<file path="config.mk">
export PLATFORM = sky130hd
export DESIGN_NAME = debug_controller
export DESIGN_NICKNAME = d
export VERILOG_FILES = /design/src/rtl/debug_controller_pkg.sv /design/src/rtl/debug_tx_serializer.sv /design/src/rtl/debug_controller.sv
export SDC_FILE = /design/constraint.sdc
export NUM_CORES = 1
export LEC_CHECK = 0
export CAP_MARGIN = 10
export CORE_MARGIN = 10
export CORE_UTILIZATION = 43
export CTS_CLUSTER_DIAMETER = 40
export DETAILED_ROUTE_END_ITERATION = 8
export PLACE_DENSITY = 0.67
export SLEW_MARGIN = 20
export SYNTH_ARGS = -nofsm -noshare
export SYNTH_HDL_FRONTEND = slang
export SYNTH_SLANG_ARGS = --single-unit
</file>
<file path="constraint.sdc">
create_clock -name clk -period 2.4 [get_ports clk]
set_clock_uncertainty 0.1 [all_clocks]
set_input_delay 0.36 -clock clk [delete_from_list [all_inputs] [get_ports clk]]
set_output_delay 0.36 -clock clk [all_outputs]
set_load 0.02 [all_outputs]
</file>
<file path="src/rtl/debug_controller_pkg.sv">
// rtl/debug_controller_pkg.sv - shared command/code constants and FSM state encoding
package debug_controller_pkg;

   localparam logic [7:0] CMD_STEP    = 8'h80;
   localparam logic [7:0] CMD_RUN     = 8'h81;
   localparam logic [7:0] CODE_IDLE   = 8'h00;
   localparam logic [7:0] CODE_CLK_LO = 8'h38;
   localparam logic [7:0] CODE_CLK_HI = 8'h3F;
   localparam logic [7:0] ACK_BYTE    = 8'hAA;

   typedef enum logic [2:0] {
      ST_IDLE,
      ST_GET_N,
      ST_SETTLE,
      ST_SEND,
      ST_WAIT_TX,
      ST_CLK_HI,
      ST_CLK_LO,
      ST_ACK
   } state_t;

endpackage

</file>
<file path="src/rtl/debug_tx_serializer.sv">
// rtl/debug_tx_serializer.sv - MSB-first reply shifter with UART start/busy handshake
module debug_tx_serializer (
   input  logic        clk,
   input  logic        reset,
   input  logic        load,
   input  logic [31:0] load_data,
   input  logic [2:0]  load_count,
   input  logic        send_en,
   input  logic        wait_en,
   input  logic        tx_busy,
   output logic        tx_start,
   output logic [7:0]  tx_data,
   output logic        byte_done,
   output logic        last_byte
);

   logic [31:0] shift_reg;
   logic [31:0] aligned;
   logic [2:0]  byte_cnt;
   logic        guard;

   // Left-justify the low load_count bytes so the next byte is always [31:24].
   always_comb begin
      aligned = load_data;
      case (load_count)
         3'd1:    aligned = {load_data[7:0], 24'h0};
         3'd2:    aligned = {load_data[15:0], 16'h0};
         3'd3:    aligned = {load_data[23:0], 8'h0};
         default: aligned = load_data;
      endcase
   end

   always_comb begin
      tx_start  = send_en & ~tx_busy;
      tx_data   = tx_start ? shift_reg[31:24] : 8'h00;
      byte_done = wait_en & ~guard & ~tx_busy;
      last_byte = (byte_cnt == 3'd1);
   end

   // guard masks the cycle before the transmitter has raised tx_busy.
   always_ff @(posedge clk) begin
      if (reset) begin
         shift_reg <= 32'h0;
         byte_cnt  <= 3'd0;
         guard     <= 1'b0;
      end else if (load) begin
         shift_reg <= aligned;
         byte_cnt  <= load_count;
         guard     <= 1'b0;
      end else if (tx_start) begin
         guard <= 1'b1;
      end else if (byte_done) begin
         shift_reg <= {shift_reg[23:0], 8'h00};
         byte_cnt  <= byte_cnt - 3'd1;
      end else if (wait_en && guard) begin
         guard <= 1'b0;
      end
   end

endmodule

</file>
<file path="src/rtl/debug_controller.sv">
// rtl/debug_controller.sv - host-command sequencer driving the MIPS debug decoder and reply path
module debug_controller
   import debug_controller_pkg::*;
#(
   parameter int SETTLE_CYCLES   = 4,
   parameter int CLK_HIGH_CYCLES = 4,
   parameter int CLK_LOW_CYCLES  = 4
) (
   input  logic        clk,
   input  logic        reset,
   input  logic [7:0]  rx_data,
   input  logic        rx_valid,
   input  logic        tx_busy,
   output logic [7:0]  tx_data,
   output logic        tx_start,
   output logic [7:0]  dbg_code,
   input  logic [31:0] dbg_result,
   input  logic [1:0]  dbg_size,
   output logic        busy,
   output logic        overrun
);

   localparam logic [7:0] SETTLE_LAST = 8'(SETTLE_CYCLES - 1);
   localparam logic [7:0] HI_LAST     = 8'(CLK_HIGH_CYCLES - 1);
   localparam logic [7:0] LO_LAST     = 8'(CLK_LOW_CYCLES - 1);

   state_t      state, next_state;
   logic [7:0]  cyc_cnt;
   logic [7:0]  pulse_cnt;
   logic [7:0]  query_code;
   logic        ser_load;
   logic [31:0] ser_data;
   logic [2:0]  ser_count;
   logic        ser_byte_done;
   logic        ser_last;

   debug_tx_serializer u_tx_serializer (
      .clk        (clk),
      .reset      (reset),
      .load       (ser_load),
      .load_data  (ser_data),
      .load_count (ser_count),
      .send_en    (state == ST_SEND),
      .wait_en    (state == ST_WAIT_TX),
      .tx_busy    (tx_busy),
      .tx_start   (tx_start),
      .tx_data    (tx_data),
      .byte_done  (ser_byte_done),
      .last_byte  (ser_last)
   );

   always_ff @(posedge clk) begin
      if (reset) state <= ST_IDLE;
      else       state <= next_state;
   end

   always_comb begin
      next_state = state;
      ser_load   = 1'b0;
      ser_data   = dbg_result;
      ser_count  = {1'b0, dbg_size} + 3'd1;
      dbg_code   = CODE_IDLE;
      case (state)
         ST_IDLE: begin
            if (rx_valid) begin
               if (rx_data == CMD_STEP)     next_state = ST_CLK_HI;
               else if (rx_data == CMD_RUN) next_state = ST_GET_N;
               else                         next_state = ST_SETTLE;
            end
         end
         ST_GET_N: begin
            if (rx_valid) next_state = (rx_data == 8'h00) ? ST_ACK : ST_CLK_HI;
         end
         ST_SETTLE: begin
            dbg_code = query_code;
            if (cyc_cnt == SETTLE_LAST) begin
               ser_load   = 1'b1;
               next_state = ST_SEND;
            end
         end
         ST_SEND: begin
            if (tx_start) next_state = ST_WAIT_TX;
         end
         ST_WAIT_TX: begin
            if (ser_byte_done) next_state = ser_last ? ST_IDLE : ST_SEND;
         end
         ST_CLK_HI: begin
            dbg_code = CODE_CLK_HI;
            if (cyc_cnt == HI_LAST) next_state = ST_CLK_LO;
         end
         ST_CLK_LO: begin
            dbg_code = CODE_CLK_LO;
            if (cyc_cnt == LO_LAST) next_state = (pulse_cnt == 8'd1) ? ST_ACK : ST_CLK_HI;
         end
         ST_ACK: begin
            ser_load   = 1'b1;
            ser_data   = {24'h0, ACK_BYTE};
            ser_count  = 3'd1;
            next_state = ST_SEND;
         end
         default: next_state = ST_IDLE;
      endcase
   end

   // cyc_cnt restarts on every state change so each timed window counts from zero.
   always_ff @(posedge clk) begin
      if (reset) begin
         cyc_cnt    <= 8'd0;
         pulse_cnt  <= 8'd0;
         query_code <= 8'd0;
         overrun    <= 1'b0;
      end else begin
         if (next_state != state)
            cyc_cnt <= 8'd0;
         else if (state == ST_SETTLE || state == ST_CLK_HI || state == ST_CLK_LO)
            cyc_cnt <= cyc_cnt + 8'd1;

         if (state == ST_IDLE && rx_valid) begin
            query_code <= rx_data;
            if (rx_data == CMD_STEP) pulse_cnt <= 8'd1;
         end else if (state == ST_GET_N && rx_valid) begin
            pulse_cnt <= rx_data;
         end else if (state == ST_CLK_LO && cyc_cnt == LO_LAST) begin
            pulse_cnt <= pulse_cnt - 8'd1;
         end

         if (rx_valid && state != ST_IDLE && state != ST_GET_N) overrun <= 1'b1;
      end
   end

   assign busy = (state != ST_IDLE);

endmodule

</file>
==> results of run 1 <==
## final cells by class
type                            instances  area [um^2]  share of cell area
Clock buffer                           12        145.1             0.02816
Clock inverter                          3        42.54            0.008254
Multi-Input combinational cell        371         2366              0.4591
Inverter                                7        26.28            0.005098
Tap cell                              108        135.1             0.02622
Timing Repair Buffer                  132         1156              0.2243
Sequential cell                        64         1282              0.2488
## metrics by stage
stage | hold slack [ns] | power, uW | std cells
floorplan | 0.3270 | 1871 | 479
global placement | 0.3380 | 2277 | 680
detailed placement | 0.3466 | 2296 | 680
CTS | 0.2629 | 3211 | 696
global route | 0.2876 | 3381 | 697
finish | 0.2722 | 3206 | 697
## timing repair
action                                  4_1_cts  5_1_grt
buffers inserted                              1        0
endpoints found under the setup margin       18        4
hold endpoints to repair                      0        0
pin swaps                                     1        1
gates resized for setup                      19        5
gates cloned                                  0        1
## worst max path at each step
stage,slack [ns],end
2_1_floorplan,0.23,pulse_cnt[6]
3_3_place_gp,-0.11,tx_data[2]
3_5_place_dp,-0.12,tx_data[2]
4_1_cts,0.11,pulse_cnt[6]
5_1_grt,0.02,pulse_cnt[6]
6_report,0.15,busy
## where the power goes
part	internal, uW	leakage [uW]	switching, uW
logic	491	0.00139	555
registers	1150	0.000519	74.0
clock network	502	0.0000925	434
total	2140	0.00200	1060
## routing by layer
| metal | part of all wire | vias to the layer above | global-route usage |
|---|---|---|---|
| met5 | 0 | - | 0 |
| met4 | 0.014 | 0 | 0.06516 |
| met3 | 0.061 | 12 | 0.03721 |
| met2 | 0.48 | 125 | 0.2809 |
| met1 | 0.45 | 1935 | 0.2413 |
| li1 | - | 1997 | - |
## cells by family (layout without fill, tap and decap cells)
| logic type | after synthesis | count (layout) | synth area share |
|---|---|---|---|
| AOI/OAI and AO/OA | 154 | 154 | 0.2743 |
| xor gates and xnor gates | 10 | 10 | 0.02293 |
| adders and majority gates | 6 | 6 | 0.01966 |
| buffers and inverters | 44 | 154 | 0.05341 |
| DFF | 64 | 64 | 0.3355 |
| muxes | 12 | 12 | 0.03309 |
| and+or+nand+nor | 189 | 189 | 0.2611 |
## synth_stat cells, types with 4 or more instances
master and count:
ha_1 6, a21o_1 4, nor3_1 23, a22oi_1 12
nand2_1 49, buf_2 16, xnor2_1 6, dfxtp_1 64
a211oi_1 14, a21oi_1 37, nand3_1 14, o22ai_1 9
xor2_1 4, o21ai_0 28, nor2_1 41, a32o_1 5
mux2i_1 7, and3_1 6, inv_1 7, and2_1 11
o21a_1 4, nand4_1 5, mux2_2 5, o41ai_1 4
nor4_1 4, a32oi_1 4, a31oi_1 6, o2bb2ai_1 4
nand2b_1 4, clkbuf_1 18
## worst max-delay path: stages, from the launching register on
cell and delay (ns):
dfxtp_1 0.37, buf_4 0.18, or2_2 0.35, nor2_1 0.15, inv_1 0.08, dlygate4sd2_1 0.32
## cells in the final DEF (no fill, tap or decap), drive strengths merged, types with 14 or more instances in the layout
| cell | Yosys | final |
|---|---|---|
| o21ai | 28 | 28 |
| nor2 | 41 | 41 |
| dlygate4sd2 | 0 | 18 |
| nand3 | 16 | 16 |
| clkdlybuf4s50 | 0 | 45 |
| a21oi | 38 | 38 |
| nand2 | 50 | 50 |
| buf | 19 | 68 |
| dfxtp | 64 | 64 |
| a211oi | 14 | 14 |
| nor3 | 23 | 23 |
==> metrics.md, run 1 <==
| Metric | Value |
|---|---|
| Critical Path RT | `between 1.5 and 2 ns` |
| Routed wire length | `between 10000 and 15000 um` |
| Fill cells | `842` |
| Post-DP HPWL | `8959 um` |
| Ys Warns | `0` |
| CORE AREA | `8678 um^2` |
| First-pass GRT wire length | `just under 20000 um` |
| WL/cell | `between 15 and 20 um` |
| Crit start category | `flop` |
| Fin crit share | `0.9392` |
| Routed vias | `4069` |
| CTS tree | `done` |
| Layout Area Growth over Synthesis | `34.96%` |
| Syn Inst Count | `479` |
| Die width | `114.2 um` |
| Mean Syn Cell Area | `7.972 um^2` |
| Row cnt | `34` |
| Htree depth | `3` |
| Starting Density | `0.4400` |
| Fin crit period | `approximately 2.3 ns` |
| Slew margin rel. | `0.6686` |
| CTS Hold Bufs | `0` |
| Die area | `13050 um^2` |
| Synth area leader | `dfxtp_1` |
| Tot GR Track Use | `0.1808` |
| RSZ-0062 raised after global routing | `no` |
| Max cap viols | `0` |
| Worst hold start | `reset` |
| Die height | `114.2 um` |
| FF-to-FF End | `u_tx_serializer.shift_reg[24]` |
| P_leak | `0.002003 uW` |
| Worst Hold Path EP | `query_code[6]` |
| Setup crit end kind | `primary output` |
| Worst r2r src | `cyc_cnt[0]` |
| Outcome | `complete, no violations` |
| Path type of the worst setup path | `flop to primary output` |
| Port bufs | `between 60 and 70` |
| Primary FF master, synth | `dfxtp_1` |
| Share of post-route cells with drive strength above 1 | `0.1851` |
| Highest clock rate | `between 400 and 500 MHz` |
| # setup viols final | `0` |
| Final Util | `0.5939` |
| Fin worst setup slack | `0.1459 ns` |
| Worst-skew pair later-pin latency | `0.35 ns` |
| Reg2Reg Depth | `8` |
| Data arrival, critical path | `approximately 1.8 ns` |
| Synth Cell Area | `~3800 um^2` |
| Io pins | `65` |
| Final Hold Viols | `0` |
| Max-slew violation count | `0` |
| Initial antenna violation count | `0` |
| Post-synth EDFFs | `0` |
| Clk sinks | `64` |
| Worst-path clk slew | `approximately 0.08 ns` |
| Root Driver | `clkbuf_8` |
| HP Class | `input pin to flop` |
| # diodes | `0` |
| Area share of the largest cell type after synthesis | `0.3355` |
| Setup TNS | `0 ns` |
| Post-synth cell types | `between 60 and 70` |
| Net Count, Synth | `roughly 530` |
| Max reg flops | `32` |
| Asr flop ratio synth | `0` |
| Final RePlAce weighted congestion | `a little over 0.9` |
| Flops & latches, synth | `64` |
| GRT Residual Overflow | `0` |
| Vias in the first global route | `~3900` |
| R2R setup slack | `0.23 ns` |
| Hold depth | `2` |
| CTS max path bufs | `2` |
| Final Cell Area | `around 5200 um^2` |
| Largest net degree at the start of global routing | `26` |
| Slew @ Worst Pin | `~0.49 ns` |
| Pre-CTS WS | `-0.1246 ns` |
| Crit path launch | `state[1]` |
| Sequential share of the synthesized area | `0.3355` |
| Worst vdd ir | `about 0.00028 V` |
| Via density | `about 6` |
| Antenna Nets Post-Route | `0` |
| Iteration-0 DRC Markers | `273` |
| PD cells | `just over 600 nW/um^2` |
| Final nets | `~640` |
| Detailed-route DRC error count | `0` |
| Area contributors post-synth | `dfxtp_1 34%, a21oi_1 4.8%, nand2_1 4.8%, nor2_1 4.0%, o21ai_0 3.7%` |
| Drt pass-1 iters | `4` |
| CP max FO | `7` |
| Inserted Clock Buffers | `9` |
| Dpl cell area | `4938 um^2` |
Power figures use the tool's default switching activity.
==> run 2, diff against run 1 <==
==> constraint.sdc (replaced) <==
create_clock -name clk -period 2.1 [get_ports clk]
set_clock_uncertainty 0.1 [all_clocks]
set_input_delay 0.315 -clock clk [delete_from_list [all_inputs] [get_ports clk]]
set_output_delay 0.315 -clock clk [all_outputs]
set_load 0.02 [all_outputs]
==> run 2 against run 1 <==
  * Global-route usage is 0.37 points higher
  * Cell count up 3.3%
  * Count of clock-buffer cells in the layout fell by 1
  * Critical endpoint is now u_tx_serializer.shift_reg[17]
  * Largest power group unchanged
==> metrics.md, run 2 (synthesized netlist as in run 1, its figures left out) <==
| Metric | Value |
|---|---|
| Iteration-0 DRC Markers | `254 (-7.0%)` |
| Final nets | `659 (+3.5%)` |
| Antenna Nets Post-Route | `0 (unchanged)` |
| Starting Density | `0.4400 (unchanged)` |
| Worst-skew pair later-pin latency | `0.35 ns (about the same)` |
| Via density | `5.838 (about the same)` |
| # diodes | `0 (unchanged)` |
| PD cells | `679.7 nW/um^2 (+9.3%)` |
| Tot GR Track Use | `0.1845 (+0.003723)` |
| CTS Hold Bufs | `0 (unchanged)` |
| P_leak | `0.002099 uW (+4.8%)` |
| Highest clock rate | `slightly below 500 MHz` |
| Setup crit end kind | `flop` |
| FF-to-FF End | `u_tx_serializer.shift_reg[24]` |
| Htree depth | `3 (unchanged)` |
| Die width | `114.2 um (unchanged)` |
| Vias in the first global route | `4092 (+4.2%)` |
| Hold depth | `2 (unchanged)` |
| Max-slew violation count | `0 (unchanged)` |
| Drt pass-1 iters | `5 (+1)` |
| CP max-delay cell | `clkdlybuf4s50_1` |
| Post-DP HPWL | `9269 um (+3.5%)` |
| Root Driver | `clkbuf_8` |
| Io pins | `65 (unchanged)` |
| Worst Hold Path EP | `u_tx_serializer.shift_reg[30]` |
| Cells traversed along the worst timing path | `clkdlybuf4s50_1 > ha_2 > buf_4 > nand2_1 > nor2_1 > buf_4 > a32o_1 > a211oi_1 > nor3_1` |
| Fill cells | `765 (-9.1%)` |
| First-pass GRT wire length | `20040 um (+3.0%)` |
| R2R setup slack | `0.06 ns (-0.17 ns)` |
| Reg2Reg Depth | `8 (unchanged)` |
| Max reg flops | `32 (unchanged)` |
| WP buf/inv | `3 (unchanged)` |
| Max cap viols | `0 (unchanged)` |
| Most frequent cells in the layout | `81 x buf_4, 59 x dfxtp_1, 49 x nand2_1` |
| WL/cell | `17.41 um (+0.51%)` |
| GRT Residual Overflow | `0 (unchanged)` |
| Data arrival, critical path | `2.20 ns (+0.41 ns)` |
| Final Hold Viols | `0 (unchanged)` |
| Detailed-route DRC error count | `0 (unchanged)` |
| Routed wire length | `12540 um (+3.8%)` |
| Layout Area Growth over Synthesis | `43.81%` |
| Worst r2r src | `state[2]` |
| Top delay family on crit path | `buffers and inverters` |
| Crit start category | `input pin` |
| Worst-path clk slew | `0.08 ns (about the same)` |
| Worst hold start | `u_tx_serializer.shift_reg[30]` |
| Final Cell Area | `5492 um^2 (+6.6%)` |
| CP max FO | `8 (+1)` |
| Slew margin rel. | `0.6877 (+0.01910)` |
| Final hold slack | `0.3548 ns (+0.08257 ns)` |
| Critical Path RT | `2.24 ns (+0.30 ns)` |
| Final RePlAce weighted congestion | `0.8982 (-3.5%)` |
| Port bufs | `64 (unchanged)` |
| Crit path largest cell delay | `0.51 ns (+0.14 ns)` |
| HP Class | `flop to flop` |
| RSZ-0062 raised after global routing | `yes` |
| Row cnt | `34 (unchanged)` |
| Clk sinks | `64 (unchanged)` |
| Dpl cell area | `5139 um^2 (+4.1%)` |
| # setup viols final | `0 (unchanged)` |
| Cell repeated most along the worst path | `buf_4` |
| Worst vdd ir | `0.0003414 V (+21%)` |
| CTS tree | `done` |
| Path type of the worst setup path | `input pin to flop` |
| Fin crit period | `roughly 2.1 ns` |
| Die area | `13050 um^2 (unchanged)` |
| Most common cell after layout, fill and taps aside | `buf_4` |
| Die height | `114.2 um (unchanged)` |
| Fin crit share | `0.9855` |
| Inserted Clock Buffers | `9 (unchanged)` |
| Slew @ Worst Pin | `0.4642 ns (-0.02839 ns)` |
| CORE AREA | `8678 um^2 (unchanged)` |
| Outcome | `complete, no violations` |
| CTS max path bufs | `2 (unchanged)` |
| Initial antenna violation count | `0 (unchanged)` |
| Share of post-route cells with drive strength above 1 | `0.2810 (+0.09599)` |
| Routed vias | `4203 (+3.3%)` |
| Largest net degree at the start of global routing | `58 (+120%)` |
[run 2: area by class of cell]
| type | instances | area, um^2 | share of cell area |
|---|---|---|---|
| multi-input combinational | 371 | 2512 | 0.4575 |
| tap | 108 | 135.1 | 0.02461 |
| timing repair buffer | 154 | 1351 | 0.2461 |
| inverter | 7 | 26.28 | 0.004785 |
| clock buffer | 11 | 141.4 | 0.02575 |
| clock inverter | 5 | 32.53 | 0.005924 |
| sequential | 64 | 1292 | 0.2354 |
[run 2: layer usage]
metal,up-vias,GRT usage,share of wire
li1,2048,-,-
met3,20,0.03197,0.062
met2,153,0.3030,0.48
met1,1982,0.2387,0.44
met5,-,0,0
met4,0,0.06099,0.019
[run 2: worst max path at each step]
stage                            from                       endpoint  slack, ns  cells after the start
after floorplan            cyc_cnt[0]                   pulse_cnt[6]       0.01                      7
after global placement        tx_busy                     tx_data[5]      -0.35                      5
after detailed placement      tx_busy                     tx_data[2]      -0.37                      5
after CTS                    state[1]                    dbg_code[4]      -0.02                      4
after global routing      dbg_size[0]  u_tx_serializer.shift_reg[23]      -0.03                      9
final                     dbg_size[0]  u_tx_serializer.shift_reg[17]       0.03                      9
[run 2: what timing repair did]
action | CTS | global route
pin swaps | 1 | 8
endpoints found under the hold margin | 0 | 0
resized for setup | 63 | 46
setup buffers | 1 | 3
setup endpoints to repair | 38 | 48
[run 2: through the flow]
stage | total power, uW | instances | utilization | setup slack (ns) | TNS, ns
2_1_floorplan | 2139 | 479 | - | 0.01346 | 0
3_3_place_gp | 2694 | 700 | 0.5921 | -0.3485 | -12.31
3_5_place_dp | 2724 | 700 | 0.5921 | -0.3714 | -14.63
4_1_cts | 3683 | 717 | 0.6172 | -0.02058 | -0.04214
5_1_grt | 3931 | 720 | 0.6328 | -0.02621 | -0.07602
6_report | 3733 | 720 | 0.6328 | 0.03041 | 0
[run 2: tightest hold or removal path: stages (launching register included)]
cell and delay [ns]:
dfxtp_1 0.31, nand2_1 0.05, a21oi_1 0.05
[run 2: power by group]
part	switching [uW]	internal [uW]	total, uW
Clock	502	456	958
Combinational	702	659	1360
Sequential	93.9	1320	1410
